<file path="src/rtl/pkg_config.sv">
// Core-wide configuration shared by the RV32I pipeline blocks.
// Also defines the writeback request bundle used by the arbiter.
package pkg_config;

  localparam int DATA_WIDTH     = 32;
  localparam int NUM_REGISTER   = 32;
  localparam int REG_ADDR_WIDTH = $clog2(NUM_REGISTER);

  typedef struct packed {
    logic                      valid;
    logic [REG_ADDR_WIDTH-1:0] rd_addr;
    logic [DATA_WIDTH-1:0]     data;
  } wb_req_t;

  function automatic logic is_x0(input logic [REG_ADDR_WIDTH-1:0] addr);
    return addr == '0;
  endfunction

endpackage

</file>
<file path="src/rtl/regfile_scoreboard.sv">
// Pending-write scoreboard: one bit per architectural register, set on issue
// and cleared on retire. Also provides WAW issue gating and RAW busy lookups.
module regfile_scoreboard
  import pkg_config::*;
(
  input  logic                      clk_i,
  input  logic                      rst_n_i,
  input  logic                      issue_valid_i,
  input  logic [REG_ADDR_WIDTH-1:0] issue_rd_addr_i,
  output logic                      issue_ready_o,
  input  logic                      retire_valid_i,
  input  logic [REG_ADDR_WIDTH-1:0] retire_rd_addr_i,
  output logic                      retire_pending_o,
  input  logic [REG_ADDR_WIDTH-1:0] rs1_addr_i,
  input  logic [REG_ADDR_WIDTH-1:0] rs2_addr_i,
  output logic                      rs1_busy_o,
  output logic                      rs2_busy_o
);

  logic [NUM_REGISTER-1:0] pending_q;
  logic [NUM_REGISTER-1:0] pending_d;
  logic                    retire_same_rd;
  logic                    issue_fire;

  // NOTE: every signal driven here gets a default first, so no path leaves
  // a value unassigned and no latch is inferred.
  always_comb begin
    retire_same_rd = retire_valid_i && (retire_rd_addr_i == issue_rd_addr_i);
    issue_ready_o  = !pending_q[issue_rd_addr_i] || retire_same_rd
                     || is_x0(issue_rd_addr_i);
    issue_fire     = issue_valid_i && issue_ready_o;

    pending_d = pending_q;
    if (retire_valid_i) begin
      pending_d[retire_rd_addr_i] = 1'b0;
    end
    // Applied after the clear so a same-register issue keeps the bit set.
    if (issue_fire) begin
      pending_d[issue_rd_addr_i] = 1'b1;
    end
    pending_d[0] = 1'b0;
  end

  // NOTE: the pending bits are control state, not data storage, so they are
  // reset; a mid-flight reset must drop every outstanding write. Sequential
  // state uses non-blocking assignments only.
  always_ff @(posedge clk_i or negedge rst_n_i) begin
    if (!rst_n_i) begin
      pending_q <= '0;
    end else begin
      pending_q <= pending_d;
    end
  end

  assign retire_pending_o = pending_q[retire_rd_addr_i];
  assign rs1_busy_o       = pending_q[rs1_addr_i];
  assign rs2_busy_o       = pending_q[rs2_addr_i];

endmodule

</file>
<file path="src/rtl/regfile_writeback.sv">
// Writeback stage: arbitrates LSU/ALU results (LSU first), registers the
// register-file write, drives bypass/hazard signals and a sticky error flag.
module regfile_writeback
  import pkg_config::*;
(
  input  logic                      clk_i,
  input  logic                      rst_n_i,
  input  logic                      issue_valid_i,
  input  logic [REG_ADDR_WIDTH-1:0] issue_rd_addr_i,
  output logic                      issue_ready_o,
  input  logic                      lsu_valid_i,
  input  logic [REG_ADDR_WIDTH-1:0] lsu_rd_addr_i,
  input  logic [DATA_WIDTH-1:0]     lsu_data_i,
  output logic                      lsu_ready_o,
  input  logic                      alu_valid_i,
  input  logic [REG_ADDR_WIDTH-1:0] alu_rd_addr_i,
  input  logic [DATA_WIDTH-1:0]     alu_data_i,
  output logic                      alu_ready_o,
  input  logic [REG_ADDR_WIDTH-1:0] rs1_addr_i,
  input  logic [REG_ADDR_WIDTH-1:0] rs2_addr_i,
  output logic                      rs1_busy_o,
  output logic                      rs2_busy_o,
  output logic                      rs1_fwd_o,
  output logic                      rs2_fwd_o,
  output logic [DATA_WIDTH-1:0]     fwd_data_o,
  output logic                      we_o,
  output logic [REG_ADDR_WIDTH-1:0] rd_addr_o,
  output logic [DATA_WIDTH-1:0]     rd_data_o,
  output logic                      error_o
);

  wb_req_t                   sel;
  logic                      retire_pending;
  logic                      we_q;
  logic [REG_ADDR_WIDTH-1:0] rd_addr_q;
  logic [DATA_WIDTH-1:0]     rd_data_q;
  logic                      error_q;

  assign lsu_ready_o = 1'b1;
  assign alu_ready_o = !lsu_valid_i;

  // Fixed priority: a valid load always wins and the ALU is held off.
  always_comb begin
    sel = '0;
    if (lsu_valid_i) begin
      sel.valid   = 1'b1;
      sel.rd_addr = lsu_rd_addr_i;
      sel.data    = lsu_data_i;
    end else if (alu_valid_i) begin
      sel.valid   = 1'b1;
      sel.rd_addr = alu_rd_addr_i;
      sel.data    = alu_data_i;
    end
  end

  regfile_scoreboard u_scoreboard (
    .clk_i            (clk_i),
    .rst_n_i          (rst_n_i),
    .issue_valid_i    (issue_valid_i),
    .issue_rd_addr_i  (issue_rd_addr_i),
    .issue_ready_o    (issue_ready_o),
    .retire_valid_i   (sel.valid),
    .retire_rd_addr_i (sel.rd_addr),
    .retire_pending_o (retire_pending),
    .rs1_addr_i       (rs1_addr_i),
    .rs2_addr_i       (rs2_addr_i),
    .rs1_busy_o       (rs1_busy_o),
    .rs2_busy_o       (rs2_busy_o)
  );

  // Address and data hold when nothing retires; only we_o drops.
  always_ff @(posedge clk_i or negedge rst_n_i) begin
    if (!rst_n_i) begin
      we_q      <= 1'b0;
      rd_addr_q <= '0;
      rd_data_q <= '0;
    end else begin
      we_q <= sel.valid && !is_x0(sel.rd_addr);
      if (sel.valid) begin
        rd_addr_q <= sel.rd_addr;
        rd_data_q <= sel.data;
      end
    end
  end

  // A retire with no matching issue is a pipeline bookkeeping bug; the write
  // is still performed and the flag stays set until reset.
  always_ff @(posedge clk_i or negedge rst_n_i) begin
    if (!rst_n_i) begin
      error_q <= 1'b0;
    end else if (sel.valid && !is_x0(sel.rd_addr) && !retire_pending) begin
      error_q <= 1'b1;
    end
  end

  assign we_o       = we_q;
  assign rd_addr_o  = rd_addr_q;
  assign rd_data_o  = rd_data_q;
  assign fwd_data_o = rd_data_q;
  assign error_o    = error_q;

  assign rs1_fwd_o = we_q && (rd_addr_q == rs1_addr_i) && !is_x0(rs1_addr_i);
  assign rs2_fwd_o = we_q && (rd_addr_q == rs2_addr_i) && !is_x0(rs2_addr_i);

endmodule

</file>
<file path="config.mk">
export PLATFORM = sky130hd
export DESIGN_NAME = regfile_writeback
export DESIGN_NICKNAME = d
export VERILOG_FILES = /design/src/rtl/pkg_config.sv /design/src/rtl/regfile_scoreboard.sv /design/src/rtl/regfile_writeback.sv
export SDC_FILE = /design/constraint.sdc
export NUM_CORES = 1
export LEC_CHECK = 0
export ABC_AREA = 1
export CAP_MARGIN = 20
export CORE_MARGIN = 2
export CORE_UTILIZATION = 45
export CTS_BUF_LIST = sky130_fd_sc_hd__clkbuf_4 sky130_fd_sc_hd__clkbuf_8 sky130_fd_sc_hd__clkbuf_16
export DETAILED_ROUTE_END_ITERATION = 12
export PLACE_DENSITY_LB_ADDON = 0.05
export SLEW_MARGIN = 20
export SYNTH_ARGS = -nofsm -noshare
export SYNTH_HDL_FRONTEND = slang
export SYNTH_SLANG_ARGS = --single-unit
</file>
<file path="constraint.sdc">
create_clock -name clk_i -period 2.28 [get_ports clk_i]
set_input_delay 0.228 -clock clk_i [delete_from_list [all_inputs] [get_ports clk_i]]
set_output_delay 0.228 -clock clk_i [all_outputs]
set_load 0.1 [all_outputs]
</file>
## Yosys cells after proc, flatten, opt, wreduce, memory -nomap -nowiden

Index checks and enable logic that the tools add are counted.

| word-level totals | value |
|---|---|
| flip-flop bits (word level) | 70 |
| latch bits | 0 |
| bits in writable memories | 0 |
| bits in read-only memories | 0 |
| input bits | 94 |
| output and inout bits | 78 |
| word-level logic and storage cells | 55 |
| memories kept | 0 |

| operators by class | value |
|---|---|
| add/subtract/negate cells | 0 |
| multipliers | 0 |
| divide/modulo/power cells | 0 |
| magnitude comparators | 6 |
| eq/ne operators | 3 |
| shift operators | 0 |
| multiplexer cells | 16 |
| bitwise operators | 3 |
| reductions and logical operators | 22 |

Operator list:

| kind | count |
|---|---|
| $mux W38 | 2 |
| $mux W32 | 2 |
| $and A32 B32 Y32 | 1 |
| $not A32 Y32 | 1 |
| $or A32 B32 Y32 | 1 |
| $lt A5 B6 Y1 const B | 4 |
| $bmux W1 S5 | 4 |
| $logic_not A5 Y1 | 4 |
| $eq A5 B5 Y1 | 3 |
| $demux W1 S5 | 2 |
| $ge A5 B1 Y1 const B | 2 |
| $logic_and A1 B1 Y1 | 10 |
| $logic_not A1 Y1 | 6 |
| $mux W1 | 6 |
| $logic_or A1 B1 Y1 | 2 |

## Depth between registers and ports, before layout

| depth | value |
|---|---|
| word-level depth | 11 |
| gate-level depth with buffers | 14 |

## Modules after synthesis

Synthesis repeated with hierarchy kept, for this count alone.

| second synthesis, totals | value |
|---|---|
| cells, all modules | 727 |
| area, all modules | 5,087.4 µm² |

By module, submodules not included:

| module | times used | cells an instance | area each (µm²) | sequential area each (µm²) |
|---|---|---|---|---|
| regfile_scoreboard | 1 | 471 | 2,989.1 | 775.7 |
| regfile_writeback | 1 | 256 | 2,098.3 | 975.9 |

## Worst setup path after synthesis

OpenSTA, ideal clock, no wires.

| path | value |
|---|---|
| path kind | flip-flop to output port |
| start point | register rd_addr_q[2], in the netlist rd_addr_o[2] |
| end point | output port rs2_fwd_o |
| arrival | 4.200 ns |
| path slack | -2.148 ns |
| stages on the path, launching flop included | 5 |
| path buffers | 0 |
| path through | dfrtp_1 -> inv_1 -> nand4_1 -> a21oi_1 -> nor4_1 |

| on the way | value |
|---|---|
| longest elaborated chain between the ends | 3 |

Ends and longest elaborated chain:

| element | line | text |
|---|---|---|
| start: declaration | regfile_writeback.sv:35 | `logic [REG_ADDR_WIDTH-1:0] rd_addr_q;` |
| start signal: assignment | regfile_writeback.sv:80 | `rd_addr_q <= sel.rd_addr;` |
| $eq A5 B5 Y1 | regfile_writeback.sv:103 | `assign rs2_fwd_o = we_q && (rd_addr_q == rs2_addr_i) && !is_x0(rs2_addr_i);` |
| $logic_and A1 B1 Y1 (2 in a row) | regfile_writeback.sv:103 |  |
| end: declaration | regfile_writeback.sv:24 | `output logic rs2_fwd_o,` |

No other way between the ends.

## Worst setup path in the final report

| path | value |
|---|---|
| start point | input port rs2_addr_i[0] |
| end point | output port rs2_busy_o |

| on the way | value |
|---|---|
| longest elaborated chain between the ends | 2 |

Ends and longest elaborated chain:

| element | line | text |
|---|---|---|
| start: declaration | regfile_writeback.sv:20 | `input logic [REG_ADDR_WIDTH-1:0] rs2_addr_i,` |
| $bmux W1 S5 | regfile_scoreboard.sv:57 | `assign rs2_busy_o = pending_q[rs2_addr_i];` |
| $mux W1 (implied by the code) | regfile_scoreboard.sv:57 |  |
| end: declaration | regfile_writeback.sv:22 | `output logic rs2_busy_o,` |

No other way between the ends. The select of a mux whose other input is x is not followed.

==> impl_metrics.py <==
metrics = {
    "floorplanning": {
        "die_area_um2": 11760,
        "die_x_um": 108.5,
        "coreArea_um2": 10750,
        "die_y_um": 108.5,
        "start_util_pct": 45.70,
        "top_level_ports": 172,
        "num_rows": 38,
    },
    "route": {
        "highest_layer": "met4",
        "remaining_drc_errors": 0,
        "via_per_inst": 5.600,
        "wl_met2_mm": 8.748,
        "wl_met3_mm": 2.145,
        "drtIter0Drc": 515,
        "vias": 5897,
        "dr.pass1.iters": 6,
        "drt-total-wl_mm": 18.80,
        "avgRoutedWirePerCell_um": 17.85,
        "wl_met1_mm": 6.833,
        "ant_nets": 0,
    },
    "timing": {
        "maxSlewHeadroom_pct": 63.43,
        "setup_violations": 0,
        "rsz0062_at_grt": "yes",
        "timing.hold.ws_ns": 0.3868,
        "slew_violations": 0,
        "layout_min_cycle_time_ns": 2.264,
        "max_freq_mhz": 441.7,
        "timing.final.hold_violations": 0,
        "worst_slew_pin_slew_ns": 0.5485,
        "layout_worst_path_cycle_share_pct": 99.29,
        "setup_ws_ns": 0.01609,
        "fin_skew_ns": 0.01150,
    },
    "finish": {
        "n_antenna_cell": 0,
        "num-fill-cells": 1000,
        "multiInputGateArea_um2": 2603,
        "nets": 1002,
        "drive_gt1_share_pct": 16.87,
        "area_delta_synth_final_pct": 39.69,
        "seqCellArea_um2": 1772,
        "utilization_pct": 63.84,
    },
    "synthesis": {
        "syn-num-nets": 848,
        "ys_seq_elements": 70,
        "post_synth_num_cell_types": 30,
        "synth_area_leaders": "dfrtp_1 36%, nand2_1 20%, nand3_1 8.4%",
        "ys.flop_type": "dfrtp_1",
        "synth_top_cell_by_area": "dfrtp_1",
        "synth_cells": 754,
        "synth-edff-count": 0,
        "synthTopCellsByCount": "258 x nand2_1, 82 x nand3_1, 76 x nor2_1",
        "seq_area_frac_synth_pct": 35.67,
        "yosysMostFrequentCell": "nand2_1",
        "netlist_area_um2": 4911,
        "synth.avg_cell_area_um2": 6.513,
        "synth_top_area_share_pct": 35.67,
        "async_flop_share_pct": 100.0,
        "yosysWarnings": 0,
    },
    "cts": {
        "cts_made_buffers": 9,
        "clk_path_buf_depth": 2,
        "cts_htree_levels": 3,
        "cts_root_buf": "clkbuf_8",
        "path_clk_slew_ns": 0.08,
        "clkLatencyLatePin_ns": 0.35,
        "cts_tree": "built",
        "cts.sinks": 70,
        "postCtsSetupRepairBufs": 0,
    },
    "worst_setup_path": {
        "critical_path_class": "input pin to output pin",
        "cp.required_ns": 2.05,
        "crit_path_max_fanout": 15,
        "endpoint_kind": "output pin",
        "cp_data_arrival_time_ns": 2.04,
        "startpoint_type": "input pin",
        "reg2reg_slack_ns": 0.57,
    },
    "power": {
        "p_leak_nw": 3.334,
        "p_int_mw": 2.790,
        "netSwitchingPower_mw": 2.546,
        "clockPowerShare_pct": 21.3,
        "ir_drop_uv": 545.3,
        "power_mw": 5.336,
        "pwr-share-comb_pct": 44.2,
        "power_frac_seq_pct": 34.5,
        "switching_share_pct": 47.71,
        "powerDensity_nw_per_um2": 777.9,
    },
    "hold_path": {
        "hold_class": "input pin to async pin",
    },
    "flow_run": {
        "maxCapViolCount": 0,
    },
    "run_status": {
        "run_status": "completed",
    },
    "global_route": {
        "grt_pass1_wl_mm": 28.58,
        "antenna_found_initial": 0,
        "grt_pass1_vias": 5683,
        "grtUsageTotal_pct": 32.05,
        "overflow": 0,
        "grt_start_max_net_pins": 33,
    },
    "place": {
        "finalWeightedCongestion": 1.001,
        "place_ws_ns": -0.08043,
        "hpwlAfterDp_mm": 14.11,
        "io_buffer_count": 170,
    },
}
[kinds of logic (layout without fill, tap and decap cells)]
kind of cell	count (synthesis)	count (layout)	share of synthesized area, %
compound gates	126	126	15.08
other cells	1	1	0.07636
buf+inv	118	277	12.18
flops	70	70	35.67
simple gates	435	435	36.28
xor+xnor	4	4	0.7135
[per-stage QoR]
step | TNS (ns) | instance area, um^2 | cells
after floorplan | 0 | 4961 | 754
after global placement | 0 | 6605 | 1036
after detailed placement | -0.1031 | 6605 | 1036
after CTS | 0 | 6838 | 1053
after global routing | -0.02089 | 6860 | 1053
final | 0 | 6860 | 1053
[cell usage in the layout, fill, tap and decap left out, types with 3 or more instances in the layout]
cell type | netlist | routed
dfrtp_4 | 0 | 5
inv_2 | 5 | 5
a22oi_1 | 22 | 22
nand4_1 | 3 | 3
buf_4 | 38 | 105
nor3_1 | 8 | 8
nand3_1 | 82 | 82
o21ai_1 | 3 | 5
nand2_2 | 4 | 3
buf_12 | 0 | 7
clkbuf_8 | 0 | 10
nand2_1 | 258 | 258
o21ai_0 | 72 | 70
o211ai_1 | 5 | 5
inv_1 | 47 | 46
dfrtp_1 | 70 | 64
a21oi_1 | 11 | 10
clkdlybuf4s50_1 | 0 | 91
o221ai_1 | 9 | 9
nor2_1 | 76 | 75
[area by class of cell]
cell class | instances | share of cell area, %
clock buffers | 12 | 2.225
well taps | 140 | 2.553
inverters | 54 | 3.064
clock inverters | 4 | 1.021
multi-input cells | 566 | 37.94
flip-flops and latches | 70 | 25.83
repair buffers | 207 | 27.38
[per-layer routing]
layer  vias up  global-route usage (%)
met5         -                       0
met4         0                   19.87
met3        80                   7.354
met2       385                   51.70
met1      2699                   38.61
li1       2733                       -
[power groups by stage]
| stage | sequential, mW | combinational, mW | clock (mW) |
|---|---|---|---|
| detailed placement | 1.83 | 2.34 | 0 |
| global placement | 1.83 | 2.30 | 0 |
| CTS | 1.81 | 2.34 | 1.15 |
| global route | 1.84 | 2.50 | 1.20 |
| finish | 1.84 | 2.36 | 1.14 |
| floorplan | 2.10 | 1.26 | 0 |
[state kept, by name (all words and copies together) (netlist names)]
name	cells
u_scoreboard.pending_q	31
rd_addr_o	5
error_o	1
fwd_data_o	32
we_o	1
[critical path: stages]
cell and delay [ns]:
clkdlybuf4s50_1 0.55, clkinvlp_4 0.30, o21ai_1 0.23, o221ai_1 0.15, nand3_1 0.11, o21ai_0 0.13, nand2_1 0.08, nand2_1 0.08
buf_12 0.17
[what timing repair did]
item | 4_1_cts | 5_1_grt
hold buffers | 1 | 0
endpoints found under the setup margin | 0 | 3
endpoints found under the hold margin | 17 | 0
gates resized for setup | 0 | 8
[worst paths after layout]
check,start,to,cells past startpoint
max,rs2_addr_i[0],rs2_busy_o,9
min,rst_n_i,u_scoreboard.pending_q[23],2
max reg2reg,u_scoreboard.pending_q[6],u_scoreboard.pending_q[18],12
min reg2reg,error_o,error_o,2
max in group asynchronous,rst_n_i,rd_addr_o[2],3
min in group clk_i,alu_data_i[25],fwd_data_o[25],3
No activity file was read; power rests on OpenSTA's default activity.
